## src/rtl/wb_port_arbiter.sv

```systemverilog
// wb_port_arbiter: round-robin share of the register-file write port among mem, pc and alu writeback sources
module wb_port_arbiter #(
    parameter int DATA_W        = 32,
    parameter int ADDR_W        = 5,
    parameter bit ZERO_REG_DROP = 1'b1
) (
    input  logic              clk,
    input  logic              rst,
    input  logic              mem_valid,
    input  logic [ADDR_W-1:0] mem_rd,
    input  logic [DATA_W-1:0] mem_data,
    output logic              mem_ready,
    input  logic              pc_valid,
    input  logic [ADDR_W-1:0] pc_rd,
    input  logic [DATA_W-1:0] pc_data,
    output logic              pc_ready,
    input  logic              alu_valid,
    input  logic [ADDR_W-1:0] alu_rd,
    input  logic [DATA_W-1:0] alu_data,
    output logic              alu_ready,
    input  logic              wb_hold,
    output logic              wb_en,
    output logic [ADDR_W-1:0] wb_rd,
    output logic [DATA_W-1:0] wb_data,
    output logic [1:0]        mem_reg_pc,
    output logic              stall
);
    logic [2:0]        req, gnt;
    logic [1:0]        ptr, i1, i2, gi;
    logic [ADDR_W-1:0] g_rd;
    logic [DATA_W-1:0] g_data;
    logic              wr;

    // search order starts after the last granted source (0 mem, 1 pc, 2 alu)
    always_comb begin
        req    = {alu_valid, pc_valid, mem_valid} & {3{~wb_hold & ~rst}};
        i1     = ptr == 2'd2 ? 2'd0 : ptr + 2'd1;
        i2     = i1 == 2'd2 ? 2'd0 : i1 + 2'd1;
        gnt    = req[i1] ? 3'b001 << i1 : req[i2] ? 3'b001 << i2 : req[ptr] ? 3'b001 << ptr : 3'b000;
        gi     = gnt[0] ? 2'd0 : gnt[1] ? 2'd1 : 2'd2;
        g_rd   = gnt[0] ? mem_rd : gnt[1] ? pc_rd : alu_rd;
        g_data = gnt[0] ? mem_data : gnt[1] ? pc_data : alu_data;
        wr     = |gnt && !(ZERO_REG_DROP && g_rd == '0);
    end

    assign {alu_ready, pc_ready, mem_ready} = gnt;
    assign stall = |({alu_valid, pc_valid, mem_valid} & ~gnt);

    // pointer follows completed grants; write stage registers the winner one cycle later
    always_ff @(posedge clk) begin
        if (rst) begin
            ptr        <= 2'd2;
            wb_en      <= 1'b0;
            wb_rd      <= '0;
            wb_data    <= '0;
            mem_reg_pc <= 2'b00;
        end else begin
            if (|gnt) ptr <= gi;
            wb_en      <= wr;
            mem_reg_pc <= wr ? gi + 2'd1 : 2'b00;
            if (wr) begin
                wb_rd   <= g_rd;
                wb_data <= g_data;
            end
        end
    end
endmodule
```

## config.mk

```make
export PLATFORM = sky130hd
export DESIGN_NAME = wb_port_arbiter
export DESIGN_NICKNAME = d
export VERILOG_FILES = /design/src/rtl/wb_port_arbiter.sv
export SDC_FILE = /design/constraint.sdc
export NUM_CORES = 1
export LEC_CHECK = 0
export ABC_AREA = 1
export ABC_CLOCK_PERIOD_IN_PS = 2900
export BUFFER_PORTS_ARGS = -buffer_cell sky130_fd_sc_hd__buf_2
export CAP_MARGIN = 20
export CORE_MARGIN = 2
export CORE_UTILIZATION = 30
export DETAILED_ROUTE_END_ITERATION = 10
export PLACE_DENSITY = 0.61
export SLEW_MARGIN = 20
export SYNTH_ARGS = -nofsm -noshare
export SYNTH_HDL_FRONTEND = slang
export SYNTH_SLANG_ARGS = --single-unit
```

## constraint.sdc

```tcl
create_clock -name clk -period 2.9 [get_ports clk]
set_input_delay 0.435 -clock clk [delete_from_list [all_inputs] [get_ports clk]]
set_output_delay 0.435 -clock clk [all_outputs]
set_load 0.1 [all_outputs]
```

==> summary.txt, run 1 <==
Register bit total from synthesis: 42
Leakage: 1.910 nW
Largest net degree at the start of global routing: 38
CP endpoint kind: flop
CTS tree: yes
Period minus WS final: 2426 ps
Most frequent cells in the layout: 158 x buf_2, 88 x nand2_1, 57 x nor2_1
CP Cell Sequence: inv_2 > nand2_1 > a21oi_1 > nand3_1 > nand2_1 > nand2_2 > nand2_4 > inv_2 > nand2_1 > nand2_1 > nor2_2 > nand3_4 > nand2_4 > inv_6 > nor2_1 > nor2_1
Cell count after placement: 620
Critical Path Slowest Stage Cell: dfxtp_1
Post-synth EDFFs: 0
Synth Warn #: 0
MaxCap Viol Count: 0
Mean post-synth cell area: 7.020 µm²
Cells after Synth: 370
PwrDens: 752.3 nW/µm²
CTS root buf: clkbuf_8
Critical R2R Launch: ptr[1]$_SDFFE_PP1P_
R2R Setup Slk: 470 ps
Vias post-DR: 2946
RSZ-0062 raised after global routing: no
Area Overhead vs Synth: 39.79%
GRT Total Usage: 16.60%
Routed WL per cell: 12.91 µm
Critical Path Start Type: flop
Antenna diodes: 0
Worst EP required: 3090 ps
Skew-Pair Late Insertion Delay: 290 ps
Fin. Hold Viols: 0
Maximum clock frequency: 0.4122 GHz
Status: completed
Worst Path Buf+Inv: 3
Hold Path Sink: wb_rd[0]$_SDFFE_PP0P_
Core Rows: 33
Worst vdd ir: 0.3215 mV
Overflow after GRT: 0
Final slew viol count: 0
Total Nets Final: 639
Sum of negative setup slack: 0 ps
Tightest Pin Transition: 506.3 ps
Distinct cell type count after synthesis: 24
CTS Hold Bufs: 0
Hold depth: 2
Avg Vias per Cell: 4.691
Commonest non-fill, non-tap cell in the layout: buf_2
Setup violators final: 0
Share of cells above drive strength 1: 43.02%
# clock sinks: 42
Post-cts sizing count: 0
Synth Cell Area: 2597 µm²
First-pass GRT wire length: 12.99 mm
Iteration-0 DRC Markers: 44
CP Class: flop to flop
Clock Tree Buf Depth: 2
Die X: 97.05 µm
R2R depth: 16
Reg-to-Reg End: wb_data[18]$_SDFFE_PP0P_
I/O Buffers: 160
Worst hold-check path type: input pin to flop
Slew headroom: 66.24%
Initial antenna violation count: 0
Max Clock Skew: 2.512 ps
Crit path largest cell delay: 360 ps
Die area: 9419 µm²
Top FF cell, synth: dfxtp_1
Async set or reset register ratio after synthesis: 0%
1st-pass router iterations: 4
Hold_sp: rst
Worst Setup Slack, final: 473.7 ps
Die Ht: 97.05 µm
Final ANT Viol Nets: 0
Final wirelength: 8.107 mm
Tcrit/Tclk final: 83.66%
Setup bufs post-CTS: 0
Seq/Total Area, Yosys: 32.37%
Starting density of the core: 31.30%
TritonCTS Buffers: 5
Clock slew at reported path FFs: 90 ps
Worst-path maximum fanout: 37
WP data arrival: 2620 ps
Cell repeated most along the worst path: nand2_1
Number of remaining DRC errors: 0
IO Count: 161
Placeable Area: 8299 µm²
Mapped Nets: 487
H-tree Lvls: 2
Pre-CTS setup slack: 228.6 ps
Hpwl dp: 6.164 mm
Non-Filler Instances: 628
Gpl congestion: 0.7915
CP top delay family: simple AND/OR/NAND/NOR gates
Vias in the first global route: 2735
-- worst max-delay path by stage --
stage	endpoint	cells after the start	from	slack [ps]
2_1_floorplan	stall	11	wb_hold	-350
3_3_place_gp	wb_rd[2]$_SDFFE_PP0P_	18	wb_hold	300
3_5_place_dp	wb_data[18]$_SDFFE_PP0P_	17	wb_hold	230
4_1_cts	wb_rd[3]$_SDFFE_PP0P_	15	ptr[1]$_SDFFE_PP1P_	460
5_1_grt	wb_data[18]$_SDFFE_PP0P_	15	ptr[1]$_SDFFE_PP1P_	160
6_report	wb_data[18]$_SDFFE_PP0P_	16	ptr[1]$_SDFFE_PP1P_	470
-- logic make-up after synthesis --
family | count (synthesis) | share of synthesized area, %
AND/OR/NAND/NOR | 223 | 42.20
buffers and inverters | 39 | 7.851
flip-flops | 42 | 32.37
AO/OA/AOI/OAI | 66 | 17.58
-- power by group --
group	total (mW)	switching [mW]	internal, mW
Clock	0.469	0.213	0.256
Combinational	1.51	1.17	0.349
Sequential	0.748	0.0694	0.678
-- through the flow --
stage	hold WS (ps)	total power, mW	area, µm²	utilization [%]
2_1_floorplan	504.1	2.019	2645	-
3_3_place_gp	447.2	2.275	3517	42.38
6_report	434.6	2.732	3631	43.75
4_1_cts	427.7	2.760	3631	43.75
5_1_grt	434.9	2.876	3631	43.75
3_5_place_dp	456.9	2.289	3517	42.38
-- worst register-to-register path, delay by kind of cell, from the launching register on --
family,cells,cell delay (ps)
compound gates,1,140
buf+inv,3,360
flops,1,360
simple gates,12,1480
-- layout make-up --
cell class	instances	area (µm²)
fill	920	4668
multi-input combinational	289	1565
timing repair buffer	169	898.4
sequential	42	840.8
tap	105	131.4
inverter	15	81.33
clock buffer	5	68.82
clock inverter	3	45.04
-- sequential cells by signal, indices dropped and copies added (netlist names) --
signal      count
wb_en           1
ptr             2
mem_reg_pc      2
wb_rd           5
wb_data        32
-- synth_stat cells (2+ instances only) --
cell / count / share of area, %
a22o_1: 26 / 8.8
o211ai_1: 2 / 0.58
inv_2: 8 / 1.2
nand2_2: 5 / 1.2
nand3b_1: 3 / 0.87
nand2_1: 89 / 13
nor2_4: 17 / 7.4
buf_6: 2 / 0.87
dfxtp_1: 42 / 32
inv_1: 6 / 0.87
nor2_1: 57 / 8.2
a21oi_1: 35 / 6.7
clkbuf_1: 12 / 1.7
nand3_1: 39 / 7.5
nand2_4: 3 / 1.3
nor2_2: 9 / 2.2
buf_2: 8 / 1.5
-- metal layers --
layer	vias to the layer above	share of wire [%]	track usage (%)
met3	6	6.8	2.950
li1	1523	-	-
met2	109	47	28.42
met5	-	0	0
met4	0	0.90	3.575
met1	1308	46	21.85
No activity file was read; power rests on OpenSTA's default activity.
==> inputs of run 2 (changes only) <==
Settings changed: ABC_CLOCK_PERIOD_IN_PS 2900 to 2200, PLACE_DENSITY 0.61 to 0.63.
Clock period 2.9 ns to 2.2 ns, I/O delays scaled along.
==> run 2 against run 1 <==
Effect of this change:
- die area is the same
- clock power shrank 1%
- register-to-register slack lost 330 ps
- flip-flop and latch count is the same
- highest routed layer unchanged
- critical endpoint is now stall
- clock skew grew 4.2 ps
- final area grew 12%
==> summary.txt, run 2 (synthesis gave the netlist of run 1 again) <==
Die area: 9419 µm² (unchanged)
Critical Path Start Type: flop
Setup violators final: 0 (unchanged)
Overflow after GRT: 0 (unchanged)
Crit path largest cell delay: 370 ps (about the same)
Cell count after placement: 634 (+2.3%)
Avg Vias per Cell: 4.668 (-0.49%)
Worst Path Buf+Inv: 4 (+1)
Area Overhead vs Synth: 56.79%
Top Registers: wb_data: 32 flops, wb_rd: 5 flops
Non-Filler Instances: 654 (+4.1%)
GRT Total Usage: 17.56% (+0.97 points)
Final ANT Viol Nets: 0 (unchanged)
Total Nets Final: 666 (+4.2%)
Status: completed
Sum of negative setup slack: 0 ps (unchanged)
Max Clock Skew: 6.718 ps (+4.205 ps)
Die X: 97.05 µm (unchanged)
Worst-path maximum fanout: 7 (-81%)
CP Class: flop to output pin
CTS Hold Bufs: 0 (unchanged)
Gpl congestion: 0.7753 (-2.0%)
CP top delay family: buffers and inverters
Worst hold-check path type: input pin to flop
# clock sinks: 42 (unchanged)
Tot Pwr: 3.680 mW (+35%)
Comb power frac: 60.5% (+5.1 points)
Filler cells: 872 (-5.2%)
H-tree Lvls: 2 (unchanged)
I/O Buffers: 160 (unchanged)
Largest net degree at the start of global routing: 38 (unchanged)
Hold Path Sink: wb_data[13]$_SDFFE_PP0P_
Commonest non-fill, non-tap cell in the layout: buf_2
Vias in the first global route: 3020 (+10%)
Hpwl dp: 6.347 mm (+3.0%)
Initial antenna violation count: 0 (unchanged)
Vias post-DR: 3053 (+3.6%)
Final wirelength: 8.832 mm (+8.9%)
Reg-to-Reg End: wb_rd[2]$_SDFFE_PP0P_
Worst path depth: 11 (-5)
MaxCap Viol Count: 0 (unchanged)
CP endpoint kind: output pin
WP data arrival: 1830 ps (-790 ps)
Routed WL per cell: 13.50 µm (+4.6%)
Period minus WS final: 2156 ps
CP Cell Sequence: inv_4 > nand2_4 > inv_2 > nand2_1 > nand3_1 > nand2_1 > nand2_2 > nand2_4 > buf_12 > o211ai_1 > buf_12
RSZ-0062 raised after global routing: yes
Placeable Area: 8299 µm² (unchanged)
Die Ht: 97.05 µm (unchanged)
Power Internal: 1.725 mW (+34%)
Antenna diodes: 0 (unchanged)
Iteration-0 DRC Markers: 80 (+82%)
Switching Fraction: 53.13% (+0.11 points)
Slew headroom: 66.35% (+0.11 points)
Clock Tree Buf Depth: 2 (unchanged)
TritonCTS Buffers: 5 (unchanged)
IO Count: 161 (unchanged)
Max reg flops: 32 (unchanged)
Fin. Hold Viols: 0 (unchanged)
Maximum clock frequency: 0.4637 GHz
Final core occ: 49.07% (+5.3 points)
Psw: 1.955 mW (+35%)
Tightest Pin Transition: 508.2 ps (+1.838 ps)
Starting density of the core: 31.30% (unchanged)
First-pass GRT wire length: 13.92 mm (+7.2%)
Worst EP required: 1870 ps (-1220 ps)
Critical Path Slowest Stage Cell: dfxtp_4
Clk pwr share: 12.6% (-4.6 points)
Worst vdd ir: 0.3212 mV (about the same)
Leakage: 2.124 nW (+11%)
CTS tree: yes
R2R depth: 17 (+1)
CTS root buf: clkbuf_8
Number of remaining DRC errors: 0 (unchanged)
Hold Slack: 381.8 ps (-52.73 ps)
Sequential group share of total power: 26.9% (-0.5 points)
Most frequent cells in the layout: 157 x buf_2, 82 x nand2_1, 55 x nor2_1
PwrDens: 903.5 nW/µm² (+20%)
Clock slew at reported path FFs: 70 ps (-20 ps)
Core Rows: 33 (unchanged)
Tcrit/Tclk final: 98.02%
Share of cells above drive strength 1: 48.82% (+5.8 points)
R2R Setup Slk: 140 ps (-330 ps)
Skew-Pair Late Insertion Delay: 290 ps (about the same)
Critical R2R Launch: ptr[1]$_SDFFE_PP1P_
Hold depth: 5 (+3)
1st-pass router iterations: 4 (unchanged)
Final slew viol count: 0 (unchanged)
Biggest register: wb_data
Hold_sp: alu_data[13]
==> run 2: changes by cell type in the layout (fill, tap and decap cells not counted), moves of 5 or more <==
cell and delta:
buf_4 +16, nand3_1 -8, nand3_2 +8, nand2_1 -6
buf_12 +5
==> run 2: metal layers <==
| layer | global-route usage (%) | vias up | wire [µm] |
|---|---|---|---|
| li1 | - | 1574 | - |
| met4 | 4.767 | 0 | 121 |
| met2 | 31.36 | 110 | 4369 |
| met3 | 3.813 | 8 | 549 |
| met1 | 21.24 | 1361 | 3791 |
| met5 | 0 | - | 0 |
==> run 2: worst max-delay path by stage <==
stage | start | endpoint | slack, ps
CTS | ptr[1]$_SDFFE_PP1P_ | stall | 5
global placement | wb_hold | wb_rd[2]$_SDFFE_PP0P_ | -50
floorplan | wb_hold | stall | -840
global route | ptr[0]$_SDFFE_PP0P_ | stall | -110
finish | ptr[1]$_SDFFE_PP1P_ | stall | 40
detailed placement | wb_hold | wb_data[31]$_SDFFE_PP0P_ | -140
==> run 2: metrics by stage <==
| stage | setup WS [ps] | area [µm²] |
|---|---|---|
| final | 43.64 | 4073 |
| after detailed placement | -140.9 | 3662 |
| after CTS | 5.257 | 3824 |
| after floorplan | -837.4 | 2646 |
| after global routing | -107.5 | 4073 |
| after global placement | -48.09 | 3662 |
==> run 2: area by class of cell <==
class	count	area (µm²)	area share, %
Clock buffer	7	76.32	1.874
Inverter	15	107.6	2.642
Multi-Input combinational cell	289	1670	41.01
Sequential cell	42	845.8	20.77
Tap cell	105	131.4	3.226
Timing Repair Buffer	195	1230	30.20
Timing Repair inverter	1	11.26	0.2765
==> run 2: power groups by stage <==
stage,clock network [mW],logic [mW],registers (mW)
finish,0.463,2.23,0.989
global placement,0,2.06,0.998
CTS,0.483,2.14,0.988
detailed placement,0,2.08,1.00
floorplan,0,0.731,1.93
global route,0.513,2.36,1.01
==> run 2: what timing repair did <==
action                     CTS  global route
pin swaps                    2            17
gates resized for setup      5            33
gates cloned                 1             4
buffers inserted             4             4
setup endpoints to repair    3            38
==> run 2: worst register-to-register path, delay by kind of cell, from the launching register on <==
kind                   cells  cell delay [ps]
DFF                        1              370
and+or+nand+nor           12             1070
buffers and inverters      4              460
AOI/OAI and AO/OA          1              100
==> inputs of run 3 (changes only) <==
Settings changed: CELL_PAD_IN_SITES_DETAIL_PLACEMENT set to 0, CELL_PAD_IN_SITES_GLOBAL_PLACEMENT set to 2, CORE_UTILIZATION 30 to 19, PLACE_DENSITY 0.63 to 0.77.
==> run 3 against run 2 <==
Effect of this change:
- fmax increased by 1.4%
- critical path type unchanged
- clock skew is 0.68 ps lower
- final area barely moved
- final cell count is 10% higher
- flip-flop and latch count unchanged
- worst setup slack improved by 31 ps
- sequential power is essentially flat
- non-clock buffer count is 3 lower
- core utilization is 18 points lower
- die area is 55% higher
- register-to-register slack barely moved
- hold slack worse by 38 ps
==> summary.txt, run 3 (synthesis gave the netlist of run 1 again) <==
MaxCap Viol Count: 0 (unchanged)
Final ANT Viol Nets: 0 (unchanged)
CP endpoint kind: output pin
Worst hold-check path type: input pin to flop
CP Cell Sequence: inv_2 > nand2_2 > inv_2 > nand2_1 > nand3_1 > nand2_1 > nand2_2 > nand2_4 > buf_6 > o211ai_1 > clkbuf_16
Number of remaining DRC errors: 0 (unchanged)
PwrDens: 964.2 nW/µm² (+6.7%)
Critical Path Start Type: flop
Cell count after placement: 707 (+12%)
R2R depth: 18 (+1)
Critical Path Slowest Stage Cell: dfxtp_4
Sum of negative setup slack: 0 ps (unchanged)
TritonCTS Buffers: 5 (unchanged)
Largest net degree at the start of global routing: 39 (+2.6%)
Setup violators final: 0 (unchanged)
Placeable Area: 13300 µm² (+60%)
Filler cells: 1449 (+66%)
Leakage: 2.085 nW (-1.9%)
Fin. Hold Viols: 0 (unchanged)
CP Class: flop to output pin
Area Overhead vs Synth: 56.65% (about the same)
First-pass GRT wire length: 14.16 mm (+1.7%)
Maximum clock frequency: 0.4704 GHz (+1.4%)
Worst-path maximum fanout: 4 (-3)
Routed WL per cell: 12.74 µm (-5.7%)
Top Registers: wb_data: 32 flops, wb_rd: 5 flops
GRT Total Usage: 11.99% (-5.6 points)
Avg Vias per Cell: 4.217 (-9.7%)
Clock slew at reported path FFs: 60 ps (about the same)
Hold Slack: 343.4 ps (-38.44 ps)
H-tree Lvls: 2 (unchanged)
Die Ht: 120.9 µm (+25%)
Worst vdd ir: 0.3099 mV (-3.5%)
Biggest register: wb_data
Initial antenna violation count: 0 (unchanged)
Hold depth: 2 (-3)
Crit path largest cell delay: 370 ps (about the same)
Vias in the first global route: 2896 (-4.1%)
Gpl congestion: 0.7916 (+2.1%)
Die area: 14620 µm² (+55%)
Hold Path Sink: ptr[0]$_SDFFE_PP0P_
Iteration-0 DRC Markers: 157 (+96%)
# clock sinks: 42 (unchanged)
IO Count: 161 (unchanged)
Tcrit/Tclk final: 96.62% (-1.4 points)
Skew-Pair Late Insertion Delay: 280 ps (about the same)
R2R Setup Slk: 150 ps (about the same)
Final instance area: 4069 µm² (about the same)
Worst EP required: 1870 ps (about the same)
RSZ-0062 raised after global routing: yes
Max reg flops: 32 (unchanged)
Slew headroom: 66.47% (+0.11 points)
Vias post-DR: 3045 (-0.26%)
Total Nets Final: 662 (-0.60%)
Critical R2R Launch: ptr[1]$_SDFFE_PP1P_
1st-pass router iterations: 4 (unchanged)
I/O Buffers: 160 (unchanged)
Period minus WS final: 2126 ps (-30.64 ps)
Final wirelength: 9.196 mm (+4.1%)
CP top delay family: buffers and inverters
Max Clock Skew: 6.041 ps (-0.6772 ps)
CTS tree: yes
Status: completed
Hpwl dp: 7.081 mm (+12%)
Worst Path Buf+Inv: 4 (unchanged)
Area after DPL: 3791 µm² (+3.5%)
Die X: 120.9 µm (+25%)
CTS root buf: clkbuf_16
Sequential Area: 845.8 µm² (unchanged)
Reg-to-Reg End: wb_data[12]$_SDFFE_PP0P_
Area occupied by multi-input gates: 1600 µm² (-4.2%)
Final slew viol count: 0 (unchanged)
Tot Pwr: 3.923 mW (+6.6%)
Antenna diodes: 0 (unchanged)
Tightest Pin Transition: 506.5 ps (-1.714 ps)
Clock Tree Buf Depth: 2 (unchanged)
Share of cells above drive strength 1: 47.07% (-1.7 points)
Non-Filler Instances: 722 (+10%)
WP data arrival: 1800 ps (-30 ps)
Commonest non-fill, non-tap cell in the layout: buf_2
Starting density of the core: 19.54% (-12 points)
Core Rows: 42 (+27%)
Hold_sp: rst
Overflow after GRT: 0 (unchanged)
Most frequent cells in the layout: 157 x buf_2, 84 x nand2_1, 53 x nor2_1
run 3: how the worst max path moves through the flow:
stage                              startpoint                       end  cells after the start
after global placement                wb_hold   wb_data[4]$_SDFFE_PP0P_                     18
after global routing      ptr[1]$_SDFFE_PP1P_  wb_data[20]$_SDFFE_PP0P_                     18
after detailed placement              wb_hold  wb_data[20]$_SDFFE_PP0P_                     18
final                     ptr[1]$_SDFFE_PP1P_                     stall                     11
after floorplan                       wb_hold                     stall                     11
after CTS                 ptr[1]$_SDFFE_PP1P_                     stall                     11
run 3: cell type report:
| type | count | area share [%] |
|---|---|---|
| Multi-Input combinational cell | 289 | 39.33 |
| Timing Repair Buffer | 192 | 28.84 |
| Sequential cell | 42 | 20.79 |
| Tap cell | 176 | 5.412 |
| Clock buffer | 7 | 3.506 |
| Inverter | 15 | 1.999 |
| Clock inverter | 1 | 0.1230 |
run 3: metal layers:
| metal | GRT usage [%] | wire length [µm] |
|---|---|---|
| met4 | 2.616 | 57 |
| met3 | 2.444 | 711 |
| met5 | 0 | 0 |
| met2 | 20.51 | 4354 |
| met1 | 15.52 | 4073 |
run 3: power by group:
group / leakage, nW / switching (mW) / total [mW] / internal, mW
clock network: 0.0739 / 0.289 / 0.739 / 0.450
registers: 0.349 / 0.0931 / 0.990 / 0.897
logic: 1.66 / 1.59 / 2.19 / 0.601
run 3: per-stage QoR:
stage	worst slack (ps)	utilization, %
after detailed placement	-65.47	28.52
after CTS	67.88	29.81
after global routing	-59.38	30.60
final	74.28	30.60
after floorplan	-837.4	-
after global placement	-5.421	28.52
run 3: what timing repair did:
action,4_1_cts,5_1_grt
setup buffers,3,3
hold buffers,0,0
gates resized for setup,2,17
pin swaps,2,10
gates cloned,0,1
setup endpoints to repair,1,37
run 3: worst register-to-register path: stages (launching register included):
cell     delay, ps
dfxtp_4        370
inv_2           70
nand2_2         70
a21oi_1        110
nand3_1         80
nand2_1         90
nand2_2         70
nand2_4         90
buf_6          120
inv_2           40
nand2_1         80
nand2_2         90
nor2_4         100
nand3_4        100
nand2_4        110
inv_6           70
buf_12         150
nor2_1         100
nor2_1          40
